===== src/rtl/uart_pkg.sv =====
// Shared UART definitions: receiver state encoding, parity-type codes and the
// three-sample majority vote used for bit recovery.
package uart_pkg;

  typedef enum logic [2:0] {
    IDLE,
    START,
    DATA,
    PARITY,
    STOP
  } rx_state_e;

  localparam logic PAR_EVEN = 1'b0;
  localparam logic PAR_ODD  = 1'b1;

  function automatic logic maj3(input logic a, input logic b, input logic c);
    return (a & b) | (a & c) | (b & c);
  endfunction

endpackage


===== src/rtl/uart_rx_sampler.sv =====
// Bit-period edge counter with three centre samples and a majority vote.
// bit_end_o marks the last oversampling edge of the current bit.
module uart_rx_sampler
  import uart_pkg::*;
#(
  parameter int PRESCALE_WIDTH = 6
) (
  input  logic                      clk_i,
  input  logic                      rst_ni,
  input  logic                      rx_i,
  input  logic                      active_i,
  input  logic                      start_i,
  input  logic [PRESCALE_WIDTH-1:0] prescale_i,
  output logic                      bit_value_o,
  output logic                      sample_done_o,
  output logic                      bit_end_o
);

  localparam logic [PRESCALE_WIDTH-1:0] ONE = PRESCALE_WIDTH'(1);

  logic [PRESCALE_WIDTH-1:0] edge_cnt_q, edge_cnt_d;
  logic [PRESCALE_WIDTH-1:0] half;
  logic [2:0]                smp_q;
  logic                      done_q;

  assign half      = prescale_i >> 1;
  assign bit_end_o = active_i && (edge_cnt_q == (prescale_i - ONE));

  // The start-detection cycle is edge 0, so the counter enters START at 1.
  always_comb begin
    edge_cnt_d = '0;
    if (start_i) begin
      edge_cnt_d = ONE;
    end else if (active_i) begin
      edge_cnt_d = bit_end_o ? '0 : (edge_cnt_q + ONE);
    end
  end

  always_ff @(posedge clk_i or negedge rst_ni) begin
    if (!rst_ni) begin
      edge_cnt_q <= '0;
      smp_q      <= 3'b111;
      done_q     <= 1'b0;
    end else begin
      edge_cnt_q <= edge_cnt_d;
      if (active_i) begin
        if (edge_cnt_q == (half - ONE)) smp_q[0] <= rx_i;
        if (edge_cnt_q == half)         smp_q[1] <= rx_i;
        if (edge_cnt_q == (half + ONE)) begin
          smp_q[2] <= rx_i;
          done_q   <= 1'b1;
        end
        if (bit_end_o) done_q <= 1'b0;
      end else begin
        done_q <= 1'b0;
      end
    end
  end

  assign bit_value_o   = maj3(smp_q[0], smp_q[1], smp_q[2]);
  assign sample_done_o = done_q;

endmodule


===== src/rtl/uart_rx.sv =====
// UART receiver: start/data/parity/stop FSM around the oversampling sampler,
// with parity and stop checks and registered result strobes.
module uart_rx
  import uart_pkg::*;
#(
  parameter int FRAME_WIDTH    = 8,
  parameter int PRESCALE_WIDTH = 6
) (
  input  logic                      CLK,
  input  logic                      RST,
  input  logic                      RX_IN,
  input  logic                      PAR_EN,
  input  logic                      PAR_TYP,
  input  logic [PRESCALE_WIDTH-1:0] Prescale,
  output logic [FRAME_WIDTH-1:0]    P_DATA,
  output logic                      data_valid,
  output logic                      par_err,
  output logic                      stp_err
);

  localparam int BW = $clog2(FRAME_WIDTH + 1);

  rx_state_e                 state_q, state_d;
  logic [PRESCALE_WIDTH-1:0] prescale_q;
  logic                      par_en_q, par_typ_q;
  logic [BW-1:0]             bit_cnt_q;
  logic [FRAME_WIDTH-1:0]    shift_q;
  logic                      par_bit_q;
  logic [FRAME_WIDTH-1:0]    p_data_q;
  logic                      dv_q, pe_q, se_q;

  logic start_det, active, bit_value, sample_done, bit_end, bit_done;
  logic last_data, frame_end, stop_bad, parity_bad, frame_ok;

  assign active    = (state_q != IDLE);
  assign start_det = (state_q == IDLE) && !RX_IN;
  assign bit_done  = bit_end && sample_done;
  assign last_data = (bit_cnt_q == BW'(FRAME_WIDTH - 1));

  uart_rx_sampler #(
    .PRESCALE_WIDTH(PRESCALE_WIDTH)
  ) u_sampler (
    .clk_i        (CLK),
    .rst_ni       (RST),
    .rx_i         (RX_IN),
    .active_i     (active),
    .start_i      (start_det),
    .prescale_i   (prescale_q),
    .bit_value_o  (bit_value),
    .sample_done_o(sample_done),
    .bit_end_o    (bit_end)
  );

  always_comb begin
    state_d = state_q;
    unique case (state_q)
      IDLE:   if (!RX_IN) state_d = START;
      START:  if (bit_done) state_d = bit_value ? IDLE : DATA;
      DATA:   if (bit_done && last_data) state_d = par_en_q ? PARITY : STOP;
      PARITY: if (bit_done) state_d = STOP;
      STOP:   if (bit_done) state_d = IDLE;
      default: state_d = IDLE;
    endcase
  end

  assign frame_end  = (state_q == STOP) && bit_done;
  assign stop_bad   = !bit_value;
  assign parity_bad = par_en_q && (par_bit_q != ((^shift_q) ^ (par_typ_q == PAR_ODD)));
  assign frame_ok   = !stop_bad && !parity_bad;

  always_ff @(posedge CLK or negedge RST) begin
    if (!RST) begin
      state_q    <= IDLE;
      prescale_q <= '0;
      par_en_q   <= 1'b0;
      par_typ_q  <= PAR_EVEN;
      bit_cnt_q  <= '0;
      p_data_q   <= '0;
      dv_q       <= 1'b0;
      pe_q       <= 1'b0;
      se_q       <= 1'b0;
    end else begin
      state_q <= state_d;
      // Frame configuration is frozen at start detection.
      if (start_det) begin
        prescale_q <= Prescale;
        par_en_q   <= PAR_EN;
        par_typ_q  <= PAR_TYP;
      end
      if (state_q != DATA)  bit_cnt_q <= '0;
      else if (bit_done)    bit_cnt_q <= bit_cnt_q + BW'(1);
      dv_q <= frame_end && frame_ok;
      pe_q <= frame_end && parity_bad;
      se_q <= frame_end && stop_bad;
      if (frame_end && frame_ok) p_data_q <= shift_q;
    end
  end

  // LSB arrives first, so shifting in from the top leaves bit 0 in place.
  always_ff @(posedge CLK) begin
    if ((state_q == DATA) && bit_done)   shift_q   <= {bit_value, shift_q[FRAME_WIDTH-1:1]};
    if ((state_q == PARITY) && bit_done) par_bit_q <= bit_value;
  end

  assign P_DATA     = p_data_q;
  assign data_valid = dv_q;
  assign par_err    = pe_q;
  assign stp_err    = se_q;

endmodule


===== config.mk =====
export PLATFORM = sky130hd
export DESIGN_NAME = uart_rx
export DESIGN_NICKNAME = d
export VERILOG_FILES = /design/src/rtl/uart_pkg.sv /design/src/rtl/uart_rx_sampler.sv /design/src/rtl/uart_rx.sv
export SDC_FILE = /design/constraint.sdc
export NUM_CORES = 1
export LEC_CHECK = 0
export CORE_MARGIN = 2
export CORE_UTILIZATION = 52
export CTS_CLUSTER_DIAMETER = 40
export CTS_CLUSTER_SIZE = 40
export DETAILED_ROUTE_END_ITERATION = 6
export HOLD_SLACK_MARGIN = 0.1
export MAX_ROUTING_LAYER = met4
export PLACE_DENSITY = 0.76
export SLEW_MARGIN = 20
export SYNTH_ARGS = -nofsm -noshare
export SYNTH_HDL_FRONTEND = slang
export SYNTH_SLANG_ARGS = --single-unit

===== constraint.sdc =====
create_clock -name CLK -period 2.31 [get_ports CLK]
set_input_delay 0.231 -clock CLK [delete_from_list [all_inputs] [get_ports CLK]]
set_output_delay 0.231 -clock CLK [all_outputs]
set_load 0.005 [all_outputs]

==> key figures, run 1 <==
Placed design
  • Number of buffers added on ports: 21
  • Post-DP Area: 2830 um^2
  • Post-DP HPWL: 3.50 mm
  • Routability cong.: 0.894
  • Pre-CTS WS: -21.9 ps

Setup path
  • Critical Path Fanout Max: 8
  • R2R cell count: 5
  • CP Data Required Time: 2510 ps
  • Crit path capture type: flip-flop
  • Startpoint types: flip-flop
  • Critical path type: reg2reg
  • Worst EP arrival: 2490 ps
  • Critical R2R Launch: shift_q[4]$_DFFE_PP_
  • Worst R2R Setup Slack: 20 ps
  • R2R Path End: P_DATA[4]$_DFFE_PN0P_

Timing
  • Post-route clock period utilization: 99.0%
  • Min cycle time layout: 2290 ps
  • Final setup vio count: 0
  • Headroom to the max-slew limit: 45.8%
  • FMAX: 0.437 GHz
  • Worst-Margin Slew: 814 ps
  • Final Hold Violating Endpoints: 0
  • Final WS setup: 24.1 ps
  • Worst Skew: 4.27 ps
  • Max-slew violations: 0
  • RSZ-0062 raised after global routing: true

Yosys
  • Syn Inst Count: 227
  • Syn nets: 244
  • #FFs+latches synth: 45
  • Ys async rst share: 80.0%
  • Yosys warnings: 0
  • Main synth FF type: dfrtp_1
  • Seq/Total Area, Yosys: 46.9%
  • Syn avg cell area: 11.0 um^2
  • EDFF count, synth: 9
  • Synthesized area: 2500 um^2
  • Post-synthesis cell type count: 56

Cells and area
  • Leading cell types in the layout, fill and taps excluded: dfrtp_1 (33), clkdlybuf4s50_1 (20), buf_4 (18), xnor2_1 (15), nand2_1 (15)
  • Diodes inserted: 0
  • Most common cell after layout, fill and taps aside: dfrtp_1
  • Fill cells: 369
  • Layout cells sized above 1: 23.3%
  • Design Area, Final: 3030 um^2
  • Final core occ: 64.5%
  • Layout area overhead: 20.8%
  • Final nets: 282

Global routing
  • Largest net degree at the start of global routing: 37
  • GR Overflow Total: 0
  • Initial antenna violation count: 0
  • Gr usage total: 21.0%
  • First-pass GRT wire length: 8.30 mm
  • Number of global-route vias before repair: 1,713

CTS
  • CTS buffer count: 5
  • Clk pin slew, worst setup/hold paths: 90 ps
  • CTS tree: yes
  • Worst-Skew Late Latency: 310 ps
  • CTS root buf: clkbuf_8
  • # clock sinks: 45
  • Clock Path Buffers: 2
  • H-tree levels: 2

Drt
  • Drt drc: 0
  • Vias: 1,800
  • WL/cell: 15.4 um
  • Number of vias per cell: 5.63
  • Initial DRT Pass Iterations: 6
  • DR iter-0 viols: 98
  • Final wirelength: 4.92 mm
  • Post-route ant nets: 0

Hold path
  • Hold path depth: 3
  • Hold Path Class: in2reg
  • Hold wc startpoint: Prescale[2]
  • Worst Hold End: prescale_q[2]$_DFFE_PN0P_

Floorplan
  • # IOs: 22
  • Die W: 73.4 um
  • Core Area: 4690 um^2
  • DIE AREA: 5390 um^2
  • Die Y: 73.4 um
  • Initial core utilization: 53.4%
  • # rows: 25

Pwr
  • Worst vdd ir: 0.752 mV
  • Sw Pwr: 1.46 mW
  • Power Dens Cells: 1190 nW/um^2
  • Leak: 1.26 nW
  • Pint: 2.12 mW
  • Clock Power Share: 14.6%
  • Share of power burned in registers: 33.6%
  • Switching fraction of total power: 40.8%
  • Logic pwr share: 51.8%

Outcome
  • Status: finished, final reports clean

Job
  • Total of max-cap violations: 0
[stage by stage]
step	power, mW	hold slack [ps]	cells	setup TNS, ps
detailed placement	2.84	372	306	-133
global route	3.85	508	320	-344
finish	3.59	470	320	0
floorplan	2.42	-64.6	227	0
global placement	2.80	360	306	0
CTS	3.53	462	318	0
[state kept, by name, summed over array words and instances (netlist names), 3 cells and up]
register and flops:
state_q 3, u_sampler.smp_q 3, prescale_q 6, bit_cnt_q 4, P_DATA 8, shift_q 8
u_sampler.edge_cnt_q 6
[worst max-delay path, stage by stage, from the launching register on]
cell and delay [ps]:
edfxtp_1 450, xnor2_1 170, xnor3_2 450, xnor2_2 150, a2111o_2 610, mux2_4 340
[layout make-up]
| class | instances | area (um^2) | share of cell area, % |
|---|---|---|---|
| well taps | 54 | 67.6 | 2.23 |
| inverters | 11 | 41.3 | 1.36 |
| repair buffers | 41 | 370 | 12.2 |
| flip-flops and latches | 45 | 1170 | 38.8 |
| clock inverters | 3 | 25.0 | 0.827 |
| clock buffers | 5 | 68.8 | 2.27 |
| multi-input cells | 161 | 1280 | 42.2 |
[cells in the mapped netlist (2+ instances only)]
cell type | instances | share of area (%)
dfrtp_1 | 33 | 33
xnor2_1 | 16 | 5.6
nand2_1 | 15 | 2.2
nand3_1 | 12 | 2.4
inv_1 | 11 | 1.6
nor2_1 | 10 | 1.5
o21ai_0 | 10 | 2.0
edfxtp_1 | 9 | 11
mux2_4 | 8 | 4.8
a21oi_1 | 7 | 1.4
xor2_1 | 7 | 2.4
ha_1 | 6 | 3.0
mux2_2 | 6 | 2.7
buf_2 | 5 | 1.0
nand2b_1 | 5 | 1.2
nor3_1 | 4 | 0.80
or3_1 | 4 | 1.0
a31oi_1 | 3 | 0.75
buf_6 | 3 | 1.3
dfstp_2 | 3 | 3.1
nand4_1 | 3 | 0.75
nor2b_1 | 3 | 0.75
nor3b_1 | 3 | 0.90
o31ai_1 | 3 | 0.90
or4_1 | 3 | 0.90
and3_1 | 2 | 0.50
nor4_1 | 2 | 0.50
nor4b_1 | 2 | 0.70
o31ai_2 | 2 | 1.0
[routing by layer]
metal | up-vias | wire [um] | part of all wire (%) | global-route usage (%)
li1 | 887 | - | - | -
met1 | 868 | 2320 | 47 | 27.9
met2 | 38 | 2340 | 48 | 32.5
met3 | 7 | 188 | 3.8 | 4.12
met4 | 0 | 73 | 1.5 | 6.67
met5 | - | 0 | 0 | -
[worst max-delay path by stage]
stage / startpoint / to / slack [ps] / cells after the start
finish: shift_q[4]$_DFFE_PP_ / P_DATA[4]$_DFFE_PN0P_ / 20 / 5
global route: shift_q[4]$_DFFE_PP_ / P_DATA[3]$_DFFE_PN0P_ / -50 / 5
CTS: prescale_q[1]$_DFFE_PN0P_ / P_DATA[4]$_DFFE_PN0P_ / 9 / 7
detailed placement: prescale_q[1]$_DFFE_PN0P_ / P_DATA[3]$_DFFE_PN0P_ / -20 / 7
global placement: prescale_q[1]$_DFFE_PN0P_ / P_DATA[5]$_DFFE_PN0P_ / 30 / 7
floorplan: prescale_q[2]$_DFFE_PN0P_ / P_DATA[0]$_DFFE_PN0P_ / 8 / 9
[logic make-up (layout without fill, tap and decap cells)]
kind of cell | after synthesis | after routing | share of synthesized area, %
flops | 45 | 45 | 46.9
fa+ha+maj | 7 | 7 | 3.40
mux | 16 | 16 | 8.34
buf+inv | 21 | 60 | 4.30
compound gates | 38 | 38 | 10.6
simple gates | 75 | 75 | 16.8
xor+xnor | 25 | 25 | 9.64
[repair_timing]
action                                 in CTS  in global routing
setup endpoints to repair                   8                  8
resized for setup                           8                  3
hold buffers                                1                  0
endpoints found under the hold margin      33                  0
pin swaps                                   3                  1
buffers inserted                            3                  2
[power by group through the flow]
stage	clock, mW	sequential, mW	combinational (mW)
final	0.524	1.21	1.86
after global routing	0.564	1.23	2.06
after CTS	0.535	1.19	1.80
after detailed placement	0	1.20	1.63
after global placement	0	1.19	1.61
after floorplan	0	1.12	1.30
No activity file was read; power rests on OpenSTA's default activity.
==> run 2, diff against run 1 <==
- HOLD_SLACK_MARGIN: 0.1 -> 0.03
==> results of run 2 <==
Same layout as run 1: the final DEF is identical, and so are final timing and power.
